## src/rtl/stoch_signed_matvec_pkg.sv

```systemverilog
// Shared sizing helpers for the signed stochastic matrix-vector engine:
// popcount width and accumulator saturation bounds.
package stoch_signed_matvec_pkg;

    // Bits needed to hold a popcount in 0..2*vec_len
    function automatic int popcnt_w(input int vec_len);
        return $clog2(2 * vec_len + 1);
    endfunction

    function automatic int min_counter_size(input int vec_len);
        return popcnt_w(vec_len) + 2;
    endfunction

    function automatic int sat_max(input int counter_size);
        return (1 << (counter_size - 1)) - 1;
    endfunction

    function automatic int sat_min(input int counter_size);
        return -(1 << (counter_size - 1));
    endfunction

endpackage

```

## src/rtl/stoch_signed_matvec_dot_prod.sv

```systemverilog
// One matrix row: signed product popcounts, residue accumulator with
// saturation, and the registered signed output bitstream pair.
module stoch_signed_dot_prod
    import stoch_signed_matvec_pkg::*;
#(
    parameter int VEC_LEN      = 4,
    parameter int COUNTER_SIZE = 8
) (
    input  logic               clk_i,
    input  logic               rst_i,
    input  logic               en_i,
    input  logic               clr_i,
    input  logic [VEC_LEN-1:0] u_p_i,
    input  logic [VEC_LEN-1:0] u_n_i,
    input  logic [VEC_LEN-1:0] m_p_i,
    input  logic [VEC_LEN-1:0] m_n_i,
    output logic               y_p_o,
    output logic               y_n_o,
    output logic               sat_o
);
    localparam int PW = popcnt_w(VEC_LEN);
    // Two spare bits keep acc + pos - neg and the +/-1 step exact before clamping
    localparam int AW = COUNTER_SIZE + 2;
    localparam logic signed [AW-1:0] ACC_MAX = AW'(sat_max(COUNTER_SIZE));
    localparam logic signed [AW-1:0] ACC_MIN = AW'(sat_min(COUNTER_SIZE));

    logic [VEC_LEN-1:0]             pos_bits, neg_bits;
    logic [PW-1:0]                  pos_cnt, neg_cnt;
    logic signed [AW-1:0]           sum, step;
    logic signed [COUNTER_SIZE-1:0] acc_q, acc_d;
    logic                           y_p_q, y_n_q, sat_q;
    logic                           y_p_d, y_n_d, clamp;

    assign pos_bits = (m_p_i & u_p_i) | (m_n_i & u_n_i);
    assign neg_bits = (m_p_i & u_n_i) | (m_n_i & u_p_i);

    always_comb begin
        pos_cnt = '0;
        neg_cnt = '0;
        for (int i = 0; i < VEC_LEN; i++) begin
            pos_cnt = pos_cnt + PW'(pos_bits[i]);
            neg_cnt = neg_cnt + PW'(neg_bits[i]);
        end
    end

    always_comb begin
        sum   = AW'(acc_q) + AW'($signed({1'b0, pos_cnt})) - AW'($signed({1'b0, neg_cnt}));
        y_p_d = 1'b0;
        y_n_d = 1'b0;
        step  = '0;
        if (!sum[AW-1] && (sum != '0)) begin
            y_p_d = 1'b1;
            step  = sum - AW'(1);
        end else if (sum[AW-1]) begin
            y_n_d = 1'b1;
            step  = sum + AW'(1);
        end
        clamp = 1'b1;
        if (step > ACC_MAX) begin
            acc_d = ACC_MAX[COUNTER_SIZE-1:0];
        end else if (step < ACC_MIN) begin
            acc_d = ACC_MIN[COUNTER_SIZE-1:0];
        end else begin
            acc_d = step[COUNTER_SIZE-1:0];
            clamp = 1'b0;
        end
    end

    always_ff @(posedge clk_i or posedge rst_i) begin
        if (rst_i) begin
            acc_q <= '0;
            y_p_q <= 1'b0;
            y_n_q <= 1'b0;
            sat_q <= 1'b0;
        end else if (clr_i) begin
            acc_q <= '0;
            y_p_q <= 1'b0;
            y_n_q <= 1'b0;
            sat_q <= 1'b0;
        end else if (en_i) begin
            acc_q <= acc_d;
            y_p_q <= y_p_d;
            y_n_q <= y_n_d;
            sat_q <= sat_q | clamp;
        end else begin
            y_p_q <= 1'b0;
            y_n_q <= 1'b0;
        end
    end

    assign y_p_o = y_p_q;
    assign y_n_o = y_n_q;
    assign sat_o = sat_q;

endmodule

```

## src/rtl/stoch_signed_matvec.sv

```systemverilog
// Signed stochastic matrix-vector product: NUM_ROWS independent dot-product
// rows sharing one input vector bitstream pair.
module stoch_signed_matvec
    import stoch_signed_matvec_pkg::*;
#(
    parameter int VEC_LEN      = 4,
    parameter int NUM_ROWS     = 2,
    parameter int COUNTER_SIZE = 8
) (
    input  logic                         CLK,
    input  logic                         RST,
    input  logic                         en,
    input  logic                         clr,
    input  logic [VEC_LEN-1:0]           u_p,
    input  logic [VEC_LEN-1:0]           u_n,
    input  logic [NUM_ROWS*VEC_LEN-1:0]  m_p,
    input  logic [NUM_ROWS*VEC_LEN-1:0]  m_n,
    output logic [NUM_ROWS-1:0]          y_p,
    output logic [NUM_ROWS-1:0]          y_n,
    output logic [NUM_ROWS-1:0]          sat
);
    if (VEC_LEN < 2) begin : g_bad_vec_len
        $error("VEC_LEN must be >= 2");
    end
    if (NUM_ROWS < 1) begin : g_bad_num_rows
        $error("NUM_ROWS must be >= 1");
    end
    if (COUNTER_SIZE < min_counter_size(VEC_LEN)) begin : g_bad_counter_size
        $error("COUNTER_SIZE too small for VEC_LEN");
    end

    for (genvar r = 0; r < NUM_ROWS; r++) begin : g_row
        stoch_signed_dot_prod #(
            .VEC_LEN      (VEC_LEN),
            .COUNTER_SIZE (COUNTER_SIZE)
        ) u_row (
            .clk_i (CLK),
            .rst_i (RST),
            .en_i  (en),
            .clr_i (clr),
            .u_p_i (u_p),
            .u_n_i (u_n),
            .m_p_i (m_p[r*VEC_LEN +: VEC_LEN]),
            .m_n_i (m_n[r*VEC_LEN +: VEC_LEN]),
            .y_p_o (y_p[r]),
            .y_n_o (y_n[r]),
            .sat_o (sat[r])
        );
    end

endmodule

```

## config.mk

```make
export PLATFORM = sky130hd
export DESIGN_NAME = stoch_signed_matvec
export DESIGN_NICKNAME = d
export VERILOG_FILES = /design/src/rtl/stoch_signed_matvec_pkg.sv /design/src/rtl/stoch_signed_matvec_dot_prod.sv /design/src/rtl/stoch_signed_matvec.sv
export SDC_FILE = /design/constraint.sdc
export NUM_CORES = 1
export LEC_CHECK = 0
export BUFFER_PORTS_ARGS = -buffer_cell sky130_fd_sc_hd__buf_2
export CAP_MARGIN = 15
export CORE_AREA = 2 2 85 87
export CTS_CLUSTER_DIAMETER = 80
export CTS_CLUSTER_SIZE = 16
export DETAILED_ROUTE_END_ITERATION = 10
export DIE_AREA = 0 0 87 89
export PLACE_DENSITY = 0.82
export SETUP_SLACK_MARGIN = 0.2
export SYNTH_ARGS = -nofsm -noshare
export SYNTH_HDL_FRONTEND = slang
export SYNTH_SLANG_ARGS = --single-unit
```

## constraint.sdc

```tcl
create_clock -name CLK -period 4.4 [get_ports CLK]
set_input_delay 0.88 -clock CLK [delete_from_list [all_inputs] [get_ports CLK]]
set_output_delay 0.88 -clock CLK [all_outputs]
set_load 0.05 [all_outputs]
```

# --- After elaboration in Yosys (flattened, before gate mapping) ---
# Index checks and enable logic that the tools add are counted.
totals:
  wordCells: 87
  n_memories: 0
  ram_bits: 0
  output_inout_bits: 6
  latchBits: 0
  rom_bits: 0
  inputBits: 28
  ff_bits: 22
classes:
  n_lt_le_gt_ge: 4
  n_reduce_logical: 7
  add_sub_neg: 20
  div_mod_pow: 0
  mul: 0
  n_eq_ne: 0
  bitwise: 14
  n_shift: 0
  muxes: 34
ops:
  columns: ["operator", "count"]
  rows:
  - ["two-way mux 8 bit", 8]
  - ["two-way mux 10 bit", 4]
  - ["adder 4 x 1 -> 4 bit", 8]
  - ["bitwise AND 4 bit", 8]
  - ["two-way mux 1 bit", 22]
  - ["adder 10 x 2 -> 10 bit (second input constant)", 2]
  - ["> comparator 10 x 8 -> 1 bit (second input constant)", 2]
  - ["< comparator 10 x 8 -> 1 bit (second input constant)", 2]
  - ["nonzero test 10 bit", 2]
  - ["subtractor 10 x 2 -> 10 bit (second input constant)", 2]
  - ["subtractor 10 x 5 -> 10 bit", 2]
  - ["adder 8 x 5 -> 9 bit", 2]
  - ["OR 4 bit", 4]
  - ["adder 1 x 1 -> 2 bit", 4]
  - ["logical AND 1 bit", 2]
  - ["logical NOT 1 bit", 2]
  - ["OR 1 bit", 2]
  - ["nonzero test 2 bit", 1]

# --- Logic depth before layout (Yosys ltp) ---
logic_depth:
  ltp_word: 16
  ltp_mapped: 21
  depth_no_buf: 20

# --- Hierarchy ---
# Synthesis repeated with hierarchy kept, for this count alone.
hier_totals:
  hier_cells: 398
  area_unflattened_um2: 3485.8
by_module_without_submodules:
  columns: ["module", "n_inst", "area_each_um2", "cells_per_inst"]
  rows:
  - ["stoch_signed_dot_prod (g_row[0].u_row)", 1, 1789.2, 198]
  - ["stoch_signed_dot_prod (g_row[1].u_row)", 1, 1696.6, 200]

# --- Least setup slack after synthesis ---
# Ideal clock, no wire load.
synth_path:
  kind: "input to register"
  start: "in m_p[0]"
  end: "reg g_row[0].u_row.acc_q[2]"
  slack_ps: -1319
  required_ps: 4274
  arrival_time_ps: 5593
  cell_stages: 20
  n_path_buf: 0
  cell_sequence: "a22o_1 -> ha_1 -> inv_1 -> fa_1 -> inv_1 -> ha_1 -> inv_1 -> fa_1 -> inv_1 -> fa_1 -> a21o_1 -> a2111o_1 -> o211ai_2 -> xnor2_1 -> or4_1 -> nor4_4 -> a311oi_2 -> a21oi_2 -> a211oi_4 -> a311o_1"
synth_between:
  elab_chain_len: 15
  elab_cells_between_ends: 25
synth_rtl:
  columns: ["element", "line_no", "text"]
  rows:
  - ["start, declared", "stoch_signed_matvec.sv:16", "input logic [NUM_ROWS*VEC_LEN-1:0] m_p,"]
  - ["bitwise AND 4 bit", "stoch_signed_matvec_dot_prod.sv:34", "assign pos_bits = (m_p_i & u_p_i) | (m_n_i & u_n_i);"]
  - ["OR 4 bit", "stoch_signed_matvec_dot_prod.sv:34", null]
  - ["adder 1 x 1 -> 2 bit", "stoch_signed_matvec_dot_prod.sv:41", "pos_cnt = pos_cnt + PW'(pos_bits[i]);"]
  - ["adder 4 x 1 -> 4 bit (2 in series)", "stoch_signed_matvec_dot_prod.sv:41", null]
  - ["adder 8 x 5 -> 9 bit", "stoch_signed_matvec_dot_prod.sv:47", "sum = AW'(acc_q) + AW'($signed({1'b0, pos_cnt})) - AW'($signed({1'b0, neg_cnt}));"]
  - ["subtractor 10 x 5 -> 10 bit *", "stoch_signed_matvec_dot_prod.sv:47", null]
  - ["adder 10 x 2 -> 10 bit (tied with other cells)", "stoch_signed_matvec_dot_prod.sv:56", "step = sum + AW'(1);"]
  - ["two-way mux 10 bit / logical AND 1 bit (equally long branches)", "stoch_signed_matvec_dot_prod.sv:54, stoch_signed_matvec_dot_prod.sv:51", null]
  - ["two-way mux 10 bit *", "stoch_signed_matvec_dot_prod.sv:51", "if (!sum[AW-1] && (sum != '0)) begin"]
  - ["< comparator 10 x 8 -> 1 bit", "stoch_signed_matvec_dot_prod.sv:61", "end else if (step < ACC_MIN) begin"]
  - ["two-way mux 8 bit", "stoch_signed_matvec_dot_prod.sv:61", null]
  - ["two-way mux 8 bit *", "stoch_signed_matvec_dot_prod.sv:59", "if (step > ACC_MAX) begin"]
  - ["two-way mux 8 bit *", "stoch_signed_matvec_dot_prod.sv:80", "end else if (en_i) begin"]
  - ["two-way mux 8 bit *", "stoch_signed_matvec_dot_prod.sv:75", "end else if (clr_i) begin"]
  - ["end signal, assigned", "stoch_signed_matvec_dot_prod.sv:71", "acc_q <= '0;"]
  - ["end signal, assigned", "stoch_signed_matvec_dot_prod.sv:76", "acc_q <= '0;"]
  - ["end signal, assigned", "stoch_signed_matvec_dot_prod.sv:81", "acc_q <= acc_d;"]
  - ["end, declared", "stoch_signed_matvec_dot_prod.sv:30", "logic signed [COUNTER_SIZE-1:0] acc_q, acc_d;"]
# Mark *: on every way between the ends. The rest lies on a longest branch, timed or not. The select of a mux whose other input is x is not followed.
# A chain may end at the register's enable or synchronous reset.

# --- Final worst setup path ---
layout_path:
  start: "in m_p[0]"
  end: "reg g_row[0].u_row.acc_q[5]"
# Same word-level chain as after synthesis.

==> impl_metrics.csv <==
group,metric,value,unit
sta,skew,11.2,ps
floorplanning,initial_core_util,54.1,%
logic_synthesis,syn_area,3630,sq um
sta,slew_headroom,34.5,%
clock_network,cts_buffers,3,
floorplanning,ioPinCount,34,
clock_network,cts_tree,"yes",
global_route,antenna_found_initial,0,
logic_synthesis,synth_edf_count,0,
clock_network,cts_sinks,22,
global_route,grt_pass1_wl,19700,um
cells_and_area,drive_gt1_share,49.2,%
outcome,status,"complete, but fails checks",
logic_synthesis,synth_ff_type,"dfrtp_1",
worst_setup_path,worstPathArrival,5620,ps
sta,rsz0062_at_grt,"true",
global_route,grt_max_degree,23,
worst_setup_path,cp_max_fo,7,
sta,finalMaxSlewViolations,0,
global_route,grtUsageTotal,31.7,%
cells_and_area,nNetsFinal,658,
worst_setup_path,r2r_slack,230,ps
sta,fin_ws,-1070,ps
detailed_routing,drt-initial-drc-count,710,
detailed_routing,vias_per_cell,6.81,
placed_design,port_buffers,33,
detailed_routing,post_drt_wl_per_cell,22.0,um
flow_run,cap_violations,0,
logic_synthesis,synth-async-reset-ratio,100,%
floorplanning,chipHeight,89,um
logic_synthesis,synth_cells,431,
worst_setup_path,crit_path_top_delay_cell,"fa_2",
worst_setup_path,critPathBufInv,7,
sta,setup_tns,-18350,ps
sta,finalHoldViolCount,0,
placed_design,dp_hpwl,8830,um
worst_setup_path,worstSetupPathType,"in2reg",
floorplanning,die-area,7740,sq um
hold_path,hp-class,"reg2reg",
worst_setup_path,path_cells,"buf_6 > a22o_1 > ha_1 > inv_2 > fa_1 > inv_2 > ha_4 > inv_2 > fa_2 > inv_2 > fa_2 > a21o_1 > a2111o_1 > o211ai_2 > xnor2_2 > nor4_2 > nand3_2 > o41ai_4 > buf_4 > a211oi_4 > buf_6 > a221o_1",
clock_network,cts_root_buffer,"clkbuf_8",
logic_synthesis,synth_seq_area_share,15.1,%
worst_setup_path,cp_data_required_time,4550,ps
worst_setup_path,critPathMostFrequentCell,"inv_2",
detailed_routing,ant_nets,0,
worst_setup_path,critical-path-max-stage-delay,530,ps
logic_synthesis,synth_cell_types,83,
detailed_routing,drcViolationCount,0,
global_route,first_global_vias,4270,
logic_synthesis,syn_nets,495,
worst_setup_path,start_kind,"input pin",
floorplanning,rows,30,
clock_network,cts_htree_levels,1,
floorplanning,core,6720,sq um
sta,fmax,183,MHz
detailed_routing,finalWirelength,14800,um
placed_design,place.gp.congestion,0.954,
sta,fin_crit,5470,ps
clock_network,clock_latency,270,ps
sta,finalCritPeriodShare,124,%
logic_synthesis,synth_seq_cells,22,
sta,setup_viol,20,
clock_network,path_clk_slew,80,ps
outcome,violations,"negative setup slack",
detailed_routing,first_pass_iters,7,
clock_network,postCtsHoldBufs,0,
cells_and_area,diodes,0,
sta,tightest_slew,979,ps
sta,holdWs,544,ps
worst_setup_path,cp_top_family,"adder cells",
global_route,overflow,0,
detailed_routing,vias,4580,
clock_network,clock_path_buffers,2,
floorplanning,dieWidth,87,um
worst_setup_path,cp-end-kind,"register",
cells_and_area,synthToLayoutAreaGrowth,53.5,%
logic_synthesis,synth_warnings,0,
logic_synthesis,syn_avg_cell_area,8.43,sq um
[cell families after synthesis]
| group | Yosys count | share of synthesized area (%) |
|---|---|---|
| fa+ha+maj | 36 | 14.0 |
| simple gates | 123 | 19.0 |
| xor+xnor | 34 | 8.40 |
| flops | 22 | 15.1 |
| compound gates | 143 | 33.4 |
| mux | 7 | 1.93 |
| buf+inv | 66 | 8.09 |
[flip-flops by register name, indices dropped and copies added, names as in the netlist]
signal / flops
g_row.u_row.acc_q: 16
g_row.u_row.sat_o: 2
g_row.u_row.y_n_o: 2
g_row.u_row.y_p_o: 2
[per-layer routing]
layer / track usage, % / wire, um / part of all wire [%] / vias up
li1: - / - / - / 1962
met1: 37.5 / 5410 / 36 / 2163
met2: 58.4 / 7190 / 49 / 360
met3: 3.97 / 1370 / 9.2 / 95
met4: 12.2 / 856 / 5.8 / 0
met5: 0 / 0 / 0 / -
[worst reg2reg max path, delay by kind of cell, from the launching register on]
kind | cells | cell delay, ps
AO/OA/AOI/OAI | 6 | 1300
adder cells (fa/ha/maj) | 3 | 1070
buffers and inverters | 4 | 450
flip-flops | 1 | 460
XOR/XNOR | 1 | 160
AND/OR/NAND/NOR | 2 | 610
[worst paths after layout]
kind | startpoint | end | cells after the start
worst min register to register | g_row[1].u_row.sat_o$_DFFE_PP0P_ | g_row[1].u_row.sat_o$_DFFE_PP0P_ | 2
worst max-delay path | m_p[0] | g_row[0].u_row.acc_q[5]$_DFFE_PP0P_ | 22
worst max register to register | g_row[0].u_row.acc_q[0]$_DFFE_PP0P_ | g_row[0].u_row.acc_q[5]$_DFFE_PP0P_ | 16
min in group asynchronous | RST | g_row[1].u_row.acc_q[0]$_DFFE_PP0P_ | 2
worst min-delay path | g_row[1].u_row.sat_o$_DFFE_PP0P_ | g_row[1].u_row.sat_o$_DFFE_PP0P_ | 2
max in group asynchronous | RST | g_row[0].u_row.acc_q[5]$_DFFE_PP0P_ | 2
[synthesized netlist by cell type, drive strengths merged, types with 8 or more instances]
library cell	instances	area, sq um
nor3	13	65.1
o211ai	8	75.1
a221o	13	130
buf	14	98.8
o21ai	14	70.1
dfrtp	22	551
xor2	8	77.6
nand2	26	97.6
inv	43	161
a21oi	21	120
ha	28	350
a22o	8	70.1
clkbuf	9	33.8
fa	8	160
xnor2	26	228
a22oi	10	75.1
nor2	26	100
[cells in the final DEF (no fill, tap or decap), types with 6 or more instances in the layout]
cell     instances
xnor2_2         10
a221o_1         13
inv_2           12
o21ai_0          6
a31oi_1          6
inv_1           31
nand2_1         23
buf_6           15
nor2_1          19
xnor2_1         15
buf_4          138
nand3_1          6
a21oi_1         14
ha_1            23
nor3_1           9
a22o_1           8
buf_2           27
dfrtp_1         22
nand4_1          6
a22oi_1         10
[stage by stage]
stage | std cells | area (sq um) | util (%) | worst slack, ps
floorplan | 431 | 3780 | - | -968
global placement | 640 | 4810 | 71.5 | -1210
detailed placement | 640 | 4810 | 71.5 | -1350
CTS | 664 | 5310 | 79.0 | -965
global route | 673 | 5580 | 83.0 | -1180
finish | 673 | 5580 | 83.0 | -1070
[layout make-up]
class	instances	area (sq um)
inverters	43	161
flip-flops and latches	22	551
clock buffers	3	41.3
clock inverters	1	30.0
multi-input cells	343	3340
repair buffers	181	1360
well taps	80	100
fillers	351	1140
[repair_timing]
action                     in CTS  in global routing
setup endpoints to repair      21                 22
pin swaps                      30                 14
resized for setup              55                 40
gates cloned                    0                  0
setup buffers                  20                  9
Power is not shown: default switching activity piles up to over one toggle a cycle in this logic, so the estimate is an artifact.
